### src/rtl/rv8_decode_issue.sv
// RISC-8 decode/issue stage: decodes fetched instructions into a single ID/EX
// register and generates operand forwarding selects from a two-entry history.
module rv8_decode_issue #(
    parameter logic FWD_EN = 1'b1
) (
    input  logic        clk,
    input  logic        rst_n,
    input  logic        if_valid,
    output logic        if_ready,
    input  logic [15:0] if_instr,
    input  logic        flush,
    input  logic        ex_ready,
    output logic        ex_valid,
    output logic [3:0]  ex_alu_sel,
    output logic [1:0]  ex_rd,
    output logic [1:0]  ex_rs1,
    output logic [1:0]  ex_rs2,
    output logic [7:0]  ex_imm,
    output logic        ex_use_imm,
    output logic        ex_zero_a,
    output logic        ex_wr_en,
    output logic [1:0]  ex_fwd_a,
    output logic [1:0]  ex_fwd_b,
    output logic        halted,
    output logic        illegal
);

    typedef enum logic [3:0] {
        OP_NOP  = 4'h0,
        OP_ALUR = 4'h1,
        OP_ADDI = 4'h2,
        OP_LDI  = 4'h3,
        OP_HALT = 4'hF
    } op_e;

    logic       accept;
    logic [3:0] d_sel;
    logic [1:0] d_rd, d_rs1, d_rs2;
    logic [7:0] d_imm;
    logic       d_use_imm, d_zero_a, d_wr_en;
    logic       d_halt, d_illegal;
    logic [1:0] d_fwd_a, d_fwd_b;

    logic [1:0] h1_rd, h2_rd;
    logic       h1_wr, h2_wr;
    logic [1:0] p1_rd, p2_rd;
    logic       p1_wr, p2_wr;

    assign if_ready = !halted && !flush && (!ex_valid || ex_ready);
    assign accept   = if_valid && if_ready;

    always_comb begin
        d_sel     = '0;
        d_rd      = '0;
        d_rs1     = '0;
        d_rs2     = '0;
        d_imm     = '0;
        d_use_imm = 1'b0;
        d_zero_a  = 1'b0;
        d_wr_en   = 1'b0;
        d_halt    = 1'b0;
        d_illegal = 1'b0;
        case (op_e'(if_instr[15:12]))
            OP_NOP: ;
            OP_ALUR: begin
                d_sel   = if_instr[11:8];
                d_rd    = if_instr[7:6];
                d_rs1   = if_instr[5:4];
                d_rs2   = if_instr[3:2];
                d_wr_en = 1'b1;
            end
            OP_ADDI: begin
                d_rd      = if_instr[11:10];
                d_rs1     = if_instr[9:8];
                d_imm     = if_instr[7:0];
                d_use_imm = 1'b1;
                d_wr_en   = 1'b1;
            end
            OP_LDI: begin
                d_rd      = if_instr[11:10];
                d_imm     = if_instr[7:0];
                d_use_imm = 1'b1;
                d_zero_a  = 1'b1;
                d_wr_en   = 1'b1;
            end
            OP_HALT: d_halt = 1'b1;
            default: d_illegal = 1'b1;
        endcase
    end

    // History as it will stand on the issue edge: shifted only when EX accepts.
    always_comb begin
        if (ex_ready) begin
            p1_rd = ex_rd;
            p1_wr = ex_valid && ex_wr_en;
            p2_rd = h2_rd;
            p2_wr = h2_wr;
            p2_rd = h1_rd;
            p2_wr = h1_wr;
        end else begin
            p1_rd = h1_rd;
            p1_wr = h1_wr;
            p2_rd = h2_rd;
            p2_wr = h2_wr;
        end
    end

    always_comb begin
        d_fwd_a = 2'b00;
        d_fwd_b = 2'b00;
        if (FWD_EN) begin
            if (!d_zero_a) begin
                if (p1_wr && p1_rd == d_rs1)      d_fwd_a = 2'b01;
                else if (p2_wr && p2_rd == d_rs1) d_fwd_a = 2'b10;
            end
            if (!d_use_imm) begin
                if (p1_wr && p1_rd == d_rs2)      d_fwd_b = 2'b01;
                else if (p2_wr && p2_rd == d_rs2) d_fwd_b = 2'b10;
            end
        end
    end

    always_ff @(posedge clk or negedge rst_n) begin
        if (!rst_n) begin
            h1_rd <= '0;
            h1_wr <= 1'b0;
            h2_rd <= '0;
            h2_wr <= 1'b0;
        end else if (flush) begin
            h1_rd <= '0;
            h1_wr <= 1'b0;
            h2_rd <= '0;
            h2_wr <= 1'b0;
        end else if (ex_ready) begin
            h2_rd <= h1_rd;
            h2_wr <= h1_wr;
            h1_rd <= ex_rd;
            h1_wr <= ex_valid && ex_wr_en;
        end
    end

    always_ff @(posedge clk or negedge rst_n) begin
        if (!rst_n) begin
            ex_valid   <= 1'b0;
            ex_alu_sel <= '0;
            ex_rd      <= '0;
            ex_rs1     <= '0;
            ex_rs2     <= '0;
            ex_imm     <= '0;
            ex_use_imm <= 1'b0;
            ex_zero_a  <= 1'b0;
            ex_wr_en   <= 1'b0;
            ex_fwd_a   <= '0;
            ex_fwd_b   <= '0;
            halted     <= 1'b0;
            illegal    <= 1'b0;
        end else begin
            illegal <= accept && d_illegal;
            if (flush) begin
                ex_valid <= 1'b0;
            end else if (accept && d_halt) begin
                ex_valid <= 1'b0;
                halted   <= 1'b1;
            end else if (accept) begin
                ex_valid   <= 1'b1;
                ex_alu_sel <= d_sel;
                ex_rd      <= d_rd;
                ex_rs1     <= d_rs1;
                ex_rs2     <= d_rs2;
                ex_imm     <= d_imm;
                ex_use_imm <= d_use_imm;
                ex_zero_a  <= d_zero_a;
                ex_wr_en   <= d_wr_en;
                ex_fwd_a   <= d_fwd_a;
                ex_fwd_b   <= d_fwd_b;
            end else if (ex_ready) begin
                ex_valid <= 1'b0;
            end
        end
    end

endmodule

### config.mk
export PLATFORM = sky130hd
export DESIGN_NAME = rv8_decode_issue
export DESIGN_NICKNAME = d
export VERILOG_FILES = /design/src/rtl/rv8_decode_issue.sv
export SDC_FILE = /design/constraint.sdc
export NUM_CORES = 1
export LEC_CHECK = 0
export BUFFER_PORTS_ARGS = -buffer_cell sky130_fd_sc_hd__clkbuf_2
export CAP_MARGIN = 25
export CORE_MARGIN = 2
export CORE_UTILIZATION = 46
export DETAILED_ROUTE_END_ITERATION = 10
export PLACE_DENSITY = 0.73
export RECOVER_POWER = 100
export SYNTH_ARGS = -nofsm -noshare
export SYNTH_HDL_FRONTEND = slang
export SYNTH_SLANG_ARGS = --single-unit
### constraint.sdc
create_clock -name clk -period 3.85 [get_ports clk]
set_input_delay 0.385 -clock clk [delete_from_list [all_inputs] [get_ports clk]]
set_output_delay 0.385 -clock clk [all_outputs]
set_load 0.02 [all_outputs]
==> impl_metrics.yaml, run 1 <==
status:
  outcome: "finished with violations"
  violations: "capacitance limit, slew limit"
sta:
  fmax_mhz: 426
  finalMaxSlewViolations: 35
  max-slew-margin-rel: -0.198
  worst_pin_slew_ps: 1800
  whs_ps: 270
  rsz0062_at_grt: "no"
  hold_viol_final: 0
  finalSetupViolCount: 0
  fin_setup_tns_ps: 0
  fin_crit_sh: 0.610
  fin_crit_ps: 2350
  finalClockSkew_ps: 12.1
die:
  core_mm2: 0.00334
  ios: 50
  num_rows: 21
  start_util: 0.475
  die_y_um: 62.7
  die_w_um: 62.7
  dieArea_mm2: 0.00393
cts:
  clock_latency_ps: 330
  clock_path_buffers: 2
  cts_tree: "done"
  ctsHtreeMaxLevel: 2
  cts-hold-fix-buffers: 0
  cts_root_buf: "clkbuf_4"
  cts.repair.resized: 0
  clkTransAtPathRegs_ps: 100
  clock_sinks: 34
  postCtsSetupBuffers: 0
  cts_buffers: 5
grt:
  grt_pass1_wl_mm: 5.80
  grt_usage: 0.190
  grt_pass1_vias: 1263
  gr-total-overflow: 0
  antenna_found_initial: 0
  grt_max_degree: 50
synthesis:
  syn-num-nets: 179
  ys_seq_elements: 34
  synthCells: 158
  synth_top_area_share: 0.536
  netlist_area_mm2: 0.00159
  ys_types: 36
  ys.flop_type: "dfrtp_1"
  ys_seq_area_frac: 0.536
  async_flop_share: 1.00
  syn_avg_cell_area_um2: 10.0
  synth_area_leaders: "dfrtp_1, nand2_1, o21ai_1"
  synth_edf_count: 0
  yosysTopAreaCell: "dfrtp_1"
  synth_warnings: 0
pwr:
  power_density_mw_per_mm2: 381
  p_leak_nw: 0.821
  fin_total_pwr_w: 0.000703
  vdd_drop_max_v: 0.000196
drt:
  drt_iter0_drc: 33
  postRouteAntennaNets: 0
  drt_wl_total_mm: 3.49
  vias: 1279
  firstDrtPassIters: 4
  drcViolationCount: 0
  vias_per_cell: 5.12
  wl_per_cell_um: 14.0
hold_path:
  min_path_cells: 3
  min_path_type: "in2reg"
place:
  place_congestion: 0.781
  dp_hpwl_mm: 2.58
  portBuffers: 49
layout:
  synthToLayoutAreaGrowth_pct: 16.1
  antenna_cells: 0
  nets: 225
  drive_gt1_frac: 0.147
flow_run:
  maxCapViolCount: 1
critical_path:
  arrival_ps: 2560
  crit_path_start_kind: "register"
  reg2regPathDepth: 4
  crit_fanout: 49
  critPathRequiredTime_ps: 4060
  cp-end-kind: "register"
  critical_path_class: "reg2reg"
[layout by cell type, fill, tap and decap left out]
cell	synthesis	routed
nor2b_1	1	1
mux2_1	3	3
a21oi_1	1	1
nor3_1	2	2
nand2b_1	1	1
o311ai_0	1	1
nand3_1	3	2
nor4b_4	1	1
nand3b_1	5	5
mux2i_1	4	5
clkbuf_4	0	5
dfrtp_1	34	34
o21bai_1	1	1
a21boi_1	2	2
nand2_1	38	38
nand4_1	2	2
a22oi_1	2	2
xnor2_1	3	3
nand3_2	0	1
or3b_1	1	1
and2_1	1	1
clkbuf_1	5	30
nand4b_1	1	1
clkinv_2	0	2
o41ai_1	0	1
clkbuf_2	0	19
a31o_1	1	1
a22o_1	1	1
xor2_1	3	3
nor2_1	9	9
a32o_1	1	1
o31ai_2	1	1
nor3b_1	0	1
o21ai_0	2	20
mux2_2	1	1
a31oi_1	1	1
[routing by layer]
layer | vias to the layer above | wire length [um] | track usage
li1 | 635 | - | -
met1 | 603 | 1610 | 0.246
met2 | 36 | 1670 | 0.315
met3 | 5 | 162 | 0.0378
met4 | 0 | 52 | 0.0750
met5 | - | 0 | 0
[synth_stat cells (2+ instances only)]
| master | number |
|---|---|
| xnor2_1 | 3 |
| o21ai_1 | 18 |
| a21boi_1 | 2 |
| xor2_1 | 3 |
| o21ai_0 | 2 |
| dfrtp_1 | 34 |
| clkbuf_1 | 5 |
| mux2_1 | 3 |
| mux2i_1 | 4 |
| nor3_1 | 2 |
| nand3_1 | 3 |
| a22oi_1 | 2 |
| buf_2 | 4 |
| nand2_1 | 38 |
| nor2_1 | 9 |
| nand3b_1 | 5 |
| nand4_1 | 2 |
[logic make-up after synthesis]
kind of cell	count (synthesis)	share of synthesized area
mux	9	0.0623
compound gates	33	0.135
xor+xnor	6	0.0331
simple gates	66	0.204
buf+inv	10	0.0292
flops	34	0.536
[report_power, final]
part           leakage [nW]  internal [W]  switching [W]
combinational         0.324     0.0000384      0.0000901
clock                0.0308     0.0000656       0.000114
sequential            0.466      0.000379      0.0000148
total                 0.821      0.000483       0.000219
[worst max-delay path, stage by stage, from the launching register on]
cell      delay [ps]
dfrtp_1          410
nand2b_1          90
nor3b_1          370
nand3_2          740
o41ai_1          600
[worst paths after layout]
path	slack, ps	from	endpoint
worst min-delay path	270	if_instr[0]	ex_imm[0]
worst max register to register	1500	ex_valid	ex_fwd_a[1]
worst max-delay path	1500	ex_valid	ex_fwd_a[1]
min in group asynchronous	530	rst_n	ex_fwd_b[0]
worst min register to register	490	ex_imm[7]	ex_imm[7]
max in group asynchronous	2290	rst_n	ex_wr_en
[flip-flops by register name (all words and copies together) (netlist names)]
register,cells
ex_fwd_a,2
ex_wr_en,1
ex_valid,1
illegal,1
ex_zero_a,1
ex_rs1,2
ex_alu_sel,4
ex_use_imm,1
h1_rd,2
halted,1
ex_rd,2
ex_fwd_b,2
ex_rs2,2
ex_imm,8
h1_wr,1
h2_wr,1
h2_rd,2
[cell type report]
type	instances	area [um2]
Sequential cell	34	851
Clock inverter	2	10.0
Fill cell	336	1500
Multi-Input combinational cell	114	678
Tap cell	46	57.6
Timing Repair Buffer	49	208
Clock buffer	5	37.5
[through the flow]
step / utilization / cells / setup WS [ps] / cell area [um2]
after detailed placement: 0.554 / 243 / 1350 / 1850
after global placement: 0.554 / 243 / 1450 / 1850
after CTS: 0.568 / 250 / 1630 / 1900
after floorplan: - / 158 / 1970 / 1590
after global routing: 0.552 / 250 / 1250 / 1840
final: 0.552 / 250 / 1500 / 1840
No activity file was read; power rests on OpenSTA's default activity.
==> inputs of run 2 (changes only) <==
--- a/config.mk
+++ b/config.mk
@@ -5,6 +5,7 @@
 export SDC_FILE = /design/constraint.sdc
 export NUM_CORES = 1
 export LEC_CHECK = 0
+export ABC_AREA = 1
 export BUFFER_PORTS_ARGS = -buffer_cell sky130_fd_sc_hd__clkbuf_2
 export CAP_MARGIN = 25
 export CORE_MARGIN = 2
==> constraint.sdc (replaced) <==
create_clock -name clk -period 2.35 [get_ports clk]
set_input_delay 0.235 -clock clk [delete_from_list [all_inputs] [get_ports clk]]
set_output_delay 0.235 -clock clk [all_outputs]
set_load 0.02 [all_outputs]
==> impl_metrics.yaml, run 2 <==
synthesis:
  async_flop_share: 1.00
  yosysTopAreaCell: "dfrtp_1"
  synth.top_cells.by_count: "nand2_1, dfrtp_1, nand3_1"
  synth_top_area_share: 0.517
  ys_types: 24
  synth_most_common_cell: "nand2_1"
  netlist_area_mm2: 0.00165
  synth_warnings: 0
  synthCells: 205
  ys_seq_area_frac: 0.517
  synth_area_leaders: "dfrtp_1, nand2_1, nand3_1"
  synth_edf_count: 0
  syn-num-nets: 226
  ys.flop_type: "dfrtp_1"
  syn_avg_cell_area_um2: 8.03
  ys_seq_elements: 34
critical_path:
  crit_family: "simple AND/OR/NAND/NOR gates"
  endpoint: "ex_fwd_b[0]"
  crit_start: "ex_valid"
  reg2reg_slack_ps: 640
  critical_path_class: "reg2reg"
  slowest_delay_ps: 410
  reg2regPathDepth: 7
  cp.depth: 7
  arrival_ps: 1960
  cpMaxStageDelayCell: "dfrtp_1"
  crit_path_start_kind: "register"
  crit_fanout: 27
  r2r-start: "ex_valid"
  r2r_end: "ex_fwd_b[0]"
  crit_path_cell_trace: "nand2_1 > nand4_1 > nor2_8 > inv_4 > nor2_1 > inv_1 > o21ai_0"
  cp-end-kind: "register"
  critical_path_buf_inv_count: 2
  critPathRequiredTime_ps: 2600
cts:
  clock_latency_ps: 320
  cts_buffers: 5
  cts.repair.resized: 0
  cts_tree: "done"
  clock_path_buffers: 2
  clock_sinks: 34
  cts-hold-fix-buffers: 0
  postCtsSetupBuffers: 0
  cts_root_buf: "clkbuf_4"
  clkTransAtPathRegs_ps: 100
  ctsHtreeMaxLevel: 2
place:
  postPlaceCellArea_mm2: 0.00191
  dp_hpwl_mm: 2.78
  portBuffers: 49
  place_congestion: 0.883
die:
  num_rows: 21
  core_mm2: 0.00339
  die_y_um: 63.8
  die_w_um: 63.8
  ios: 50
  start_util: 0.485
  dieArea_mm2: 0.00407
layout:
  layout_common_cells: "nand2_1, dfrtp_1, clkbuf_1"
  antenna_cells: 0
  final_area_mm2: 0.00190
  largest_register: "ex_imm"
  mostFrequentLayoutCell: "nand2_1"
  nets: 278
  reg.largest.list: "ex_imm (8), ex_alu_sel (4)"
  largest_reg_flops: 8
  synthToLayoutAreaGrowth_pct: 15.7
  drive_gt1_frac: 0.132
  final_util: 0.562
pwr:
  comb_power_share: 0.075
  power.internal_w: 0.000715
  power_density_mw_per_mm2: 497
  vdd_drop_max_v: 0.000217
  fin_total_pwr_w: 0.000947
  seqPwrFrac: 0.619
  p_leak_nw: 1.01
  switching_share: 0.245
  clockPowerShare: 0.306
  p_sw_w: 0.000232
grt:
  grt_max_degree: 35
  antenna_found_initial: 0
  gr-total-overflow: 0
  grt_pass1_wl_mm: 6.13
  grt_usage: 0.194
  grt_pass1_vias: 1320
status:
  outcome: "finished with violations"
  violations: "capacitance limit, slew limit"
drt:
  wl_per_cell_um: 12.1
  drt_iter0_drc: 112
  vias: 1476
  drt_wl_total_mm: 3.67
  postRouteAntennaNets: 0
  drcViolationCount: 0
  firstDrtPassIters: 4
  vias_per_cell: 4.87
sta:
  fmax_mhz: 585
  finalClockSkew_ps: 6.88
  finalMaxSlewViolations: 35
  rsz0062_at_grt: "no"
  max-slew-margin-rel: -0.164
  worst_pin_slew_ps: 1750
  fin_crit_sh: 0.728
  finalSetupViolCount: 0
  fin_setup_tns_ps: 0
  fin_crit_ps: 1710
  hold_viol_final: 0
hold_path:
  min_path_type: "in2reg"
flow_run:
  maxCapViolCount: 1
## run 2: worst min-delay path by stage
stage	start	endpoint	slack, ps	cells after the start
after global routing	if_instr[0]	ex_imm[0]	130	3
after detailed placement	rst_n	ex_imm[6]	370	1
after global placement	rst_n	ex_imm[6]	360	1
final	if_instr[1]	ex_imm[1]	140	3
after floorplan	rst_n	ex_alu_sel[0]	-60	0
after CTS	rst_n	ex_imm[6]	1	1
## run 2: kinds of logic (layout without fill, tap and decap cells)
| group | count (synthesis) | count (layout) | share of synthesized area |
|---|---|---|---|
| buffers and inverters | 27 | 79 | 0.0745 |
| xor gates and xnor gates | 1 | 1 | 0.00532 |
| and+or+nand+nor | 124 | 124 | 0.339 |
| DFF | 34 | 34 | 0.517 |
| AOI/OAI and AO/OA | 19 | 19 | 0.0639 |
## run 2: layer usage
metal	track usage	share of wire
met1	0.268	0.47
met2	0.297	0.46
met3	0.0528	0.058
met4	0.0571	0.0079
met5	0	0
## run 2: metrics by stage
stage | setup WS (ps) | instances | hold WS, ps
2_1_floorplan | 1020 | 205 | -60.6
3_3_place_gp | 862 | 296 | 365
3_5_place_dp | 813 | 296 | 367
4_1_cts | 875 | 303 | 1.48
5_1_grt | 422 | 303 | 132
6_report | 640 | 303 | 142
## run 2: tightest hold or removal path: cells and delay by family
family	cells	cell delay, ps
simple gates	2	110
buf+inv	1	90
## run 2: final cells by class
cell class | count | area, um2
sequential | 34 | 851
fill | 344 | 1490
inverter | 23 | 88.8
tap | 46 | 57.6
clock buffer | 5 | 37.5
timing repair buffer | 49 | 208
clock inverter | 2 | 10.0
multi-input combinational | 144 | 652
## run 2: power groups by stage
stage / registers [W] / logic (W) / clock network (W)
3_5_place_dp: 0.000598 / 0.0000728 / 0
5_1_grt: 0.000587 / 0.0000807 / 0.000331
2_1_floorplan: 0.000598 / 0.0000322 / 0
3_3_place_gp: 0.000598 / 0.0000727 / 0
6_report: 0.000586 / 0.0000706 / 0.000290
4_1_cts: 0.000586 / 0.0000729 / 0.000298
==> inputs of run 3 (changes only) <==
--- a/config.mk
+++ b/config.mk
@@ -5,7 +5,7 @@
 export SDC_FILE = /design/constraint.sdc
 export NUM_CORES = 1
 export LEC_CHECK = 0
-export ABC_AREA = 1
+export ABC_AREA = 0
 export BUFFER_PORTS_ARGS = -buffer_cell sky130_fd_sc_hd__clkbuf_2
 export CAP_MARGIN = 25
 export CORE_MARGIN = 2
==> constraint.sdc (replaced) <==
create_clock -name clk -period 1.6 [get_ports clk]
set_input_delay 0.16 -clock clk [delete_from_list [all_inputs] [get_ports clk]]
set_output_delay 0.16 -clock clk [all_outputs]
set_load 0.02 [all_outputs]
==> impl_metrics.yaml, run 3 (synthesis results as in run 1) <==
status:
  outcome: "complete, no violations"
sta:
  finalWorstSetupSlack_ps: 57.7
  hold_viol_final: 0
  finalMaxSlewViolations: 0
  finalClockSkew_ps: 4.11
  fin_crit_ps: 1540
  whs_ps: 28.3
  fin_crit_sh: 0.964
  fmax_mhz: 648
  max-slew-margin-rel: 0.526
  worst_pin_slew_ps: 711
  finalSetupViolCount: 0
  fin_setup_tns_ps: 0
cts:
  clock_sinks: 34
  cts_root_buf: "clkbuf_4"
  clkTransAtPathRegs_ps: 100
  ctsHtreeMaxLevel: 2
  clock_path_buffers: 2
  cts_buffers: 5
  clock_latency_ps: 340
  cts_tree: "done"
drt:
  drt_iter0_drc: 65
  wl_per_cell_um: 13.7
  drcViolationCount: 0
  firstDrtPassIters: 4
  postRouteAntennaNets: 0
  vias: 1378
  vias_per_cell: 5.07
  drt_wl_total_mm: 3.72
pwr:
  p_sw_w: 0.000561
  clockPowerShare: 0.312
  seqPwrFrac: 0.489
  switching_share: 0.287
  comb_power_share: 0.199
  power.internal_w: 0.00139
  vdd_drop_max_v: 0.000669
  p_leak_nw: 1.03
  power_density_mw_per_mm2: 919
die:
  die_y_um: 62.7
  num_rows: 21
  ios: 50
  dieArea_mm2: 0.00393
  die_w_um: 62.7
  core_mm2: 0.00334
  start_util: 0.475
place:
  place_congestion: 0.930
  dp_hpwl_mm: 2.83
  portBuffers: 49
  place_ws_ps: -88.0
layout:
  synthToLayoutAreaGrowth_pct: 34.1
  reg.largest.list: "ex_imm (8), ex_alu_sel (4)"
  mostFrequentLayoutCell: "clkbuf_2"
  largest_reg_flops: 8
  antenna_cells: 0
  drive_gt1_frac: 0.376
  nets: 246
  layout_common_cells: "clkbuf_2, nand2_1, dfrtp_1"
  largest_register: "ex_imm"
critical_path:
  cpMaxStageDelayCell: "dfrtp_2"
  crit_path_cell_trace: "nand2b_1 > nor3b_4 > buf_4 > clkbuf_2"
  critPathRequiredTime_ps: 1440
  reg2regPathDepth: 4
  slowest_delay_ps: 430
  crit_path_start_kind: "register"
  cp-end-kind: "output pin"
  crit_fanout: 3
  arrival_ps: 1380
  critical_path_class: "reg2out"
grt:
  grt_pass1_wl_mm: 6.41
  antenna_found_initial: 0
  grt_usage: 0.212
  grt_max_degree: 50
  grt_pass1_vias: 1319
  gr-total-overflow: 0
hold_path:
  min_path_cells: 3
  min_path_type: "in2reg"
flow_run:
  maxCapViolCount: 0
-- run 3: cell count changes in the layout (fill, tap and decap cells not counted), moves of 5 or more --
cell | previous run | this run
o21ai_1 | 1 | 18
o21ai_0 | 11 | 2
nor2_1 | 18 | 9
nand3b_1 | 0 | 5
nand3_1 | 28 | 2
nand2_1 | 70 | 38
clkbuf_2 | 19 | 49
clkbuf_1 | 30 | 3
buf_4 | 0 | 16
inv_1 | 20 | 0
-- run 3: critical path: cells and delay by family (launching register included) --
kind	cells	cell delay (ps)
DFF	1	430
buffers and inverters	2	300
and+or+nand+nor	2	320
-- run 3: routing by layer --
metal	GRT usage	wire length, um
met1	0.281	1610
met5	0	0
met2	0.332	1840
met4	0.100	80
met3	0.0450	187
-- run 3: power by group through the flow --
stage / combinational (W) / sequential [W] / clock, W
4_1_cts: 0.000384 / 0.000956 / 0.000626
6_report: 0.000389 / 0.000956 / 0.000610
3_5_place_dp: 0.000381 / 0.000972 / 0
5_1_grt: 0.000426 / 0.000963 / 0.000670
3_3_place_gp: 0.000373 / 0.000969 / 0
2_1_floorplan: 0.000149 / 0.00103 / 0
-- run 3: what timing repair did --
action                                  4_1_cts  5_1_grt
hold buffers                                  1        0
endpoints found under the setup margin        0        2
setup buffers                                 0        2
resized for setup                             0        3
endpoints found under the hold margin        28        0
-- run 3: worst paths after layout --
path                                      end  slack (ps)          start
worst min register to register  ex_alu_sel[1]         490  ex_alu_sel[1]
max in group asynchronous           ex_rs1[1]         620          rst_n
min in group asynchronous       ex_alu_sel[1]         390          rst_n
worst max register to register    ex_fwd_b[1]          60       ex_rd[0]
worst max-delay path                 if_ready          60       ex_valid
worst min-delay path                ex_imm[1]          30    if_instr[1]
-- run 3: layout make-up --
cell class / instances / area [um2]
fill: 297 / 1210
sequential: 34 / 853
multi-input combinational: 114 / 733
timing repair buffer: 70 / 407
tap: 46 / 57.6
clock inverter: 3 / 40.0
clock buffer: 5 / 37.5
-- run 3: metrics by stage --
step | power, W | instances | instance area [um2] | util
global route | 0.00206 | 272 | 2130 | 0.638
detailed placement | 0.00135 | 261 | 2020 | 0.604
global placement | 0.00134 | 261 | 2020 | 0.604
finish | 0.00196 | 272 | 2130 | 0.638
floorplan | 0.00118 | 158 | 1620 | -
CTS | 0.00197 | 270 | 2100 | 0.631
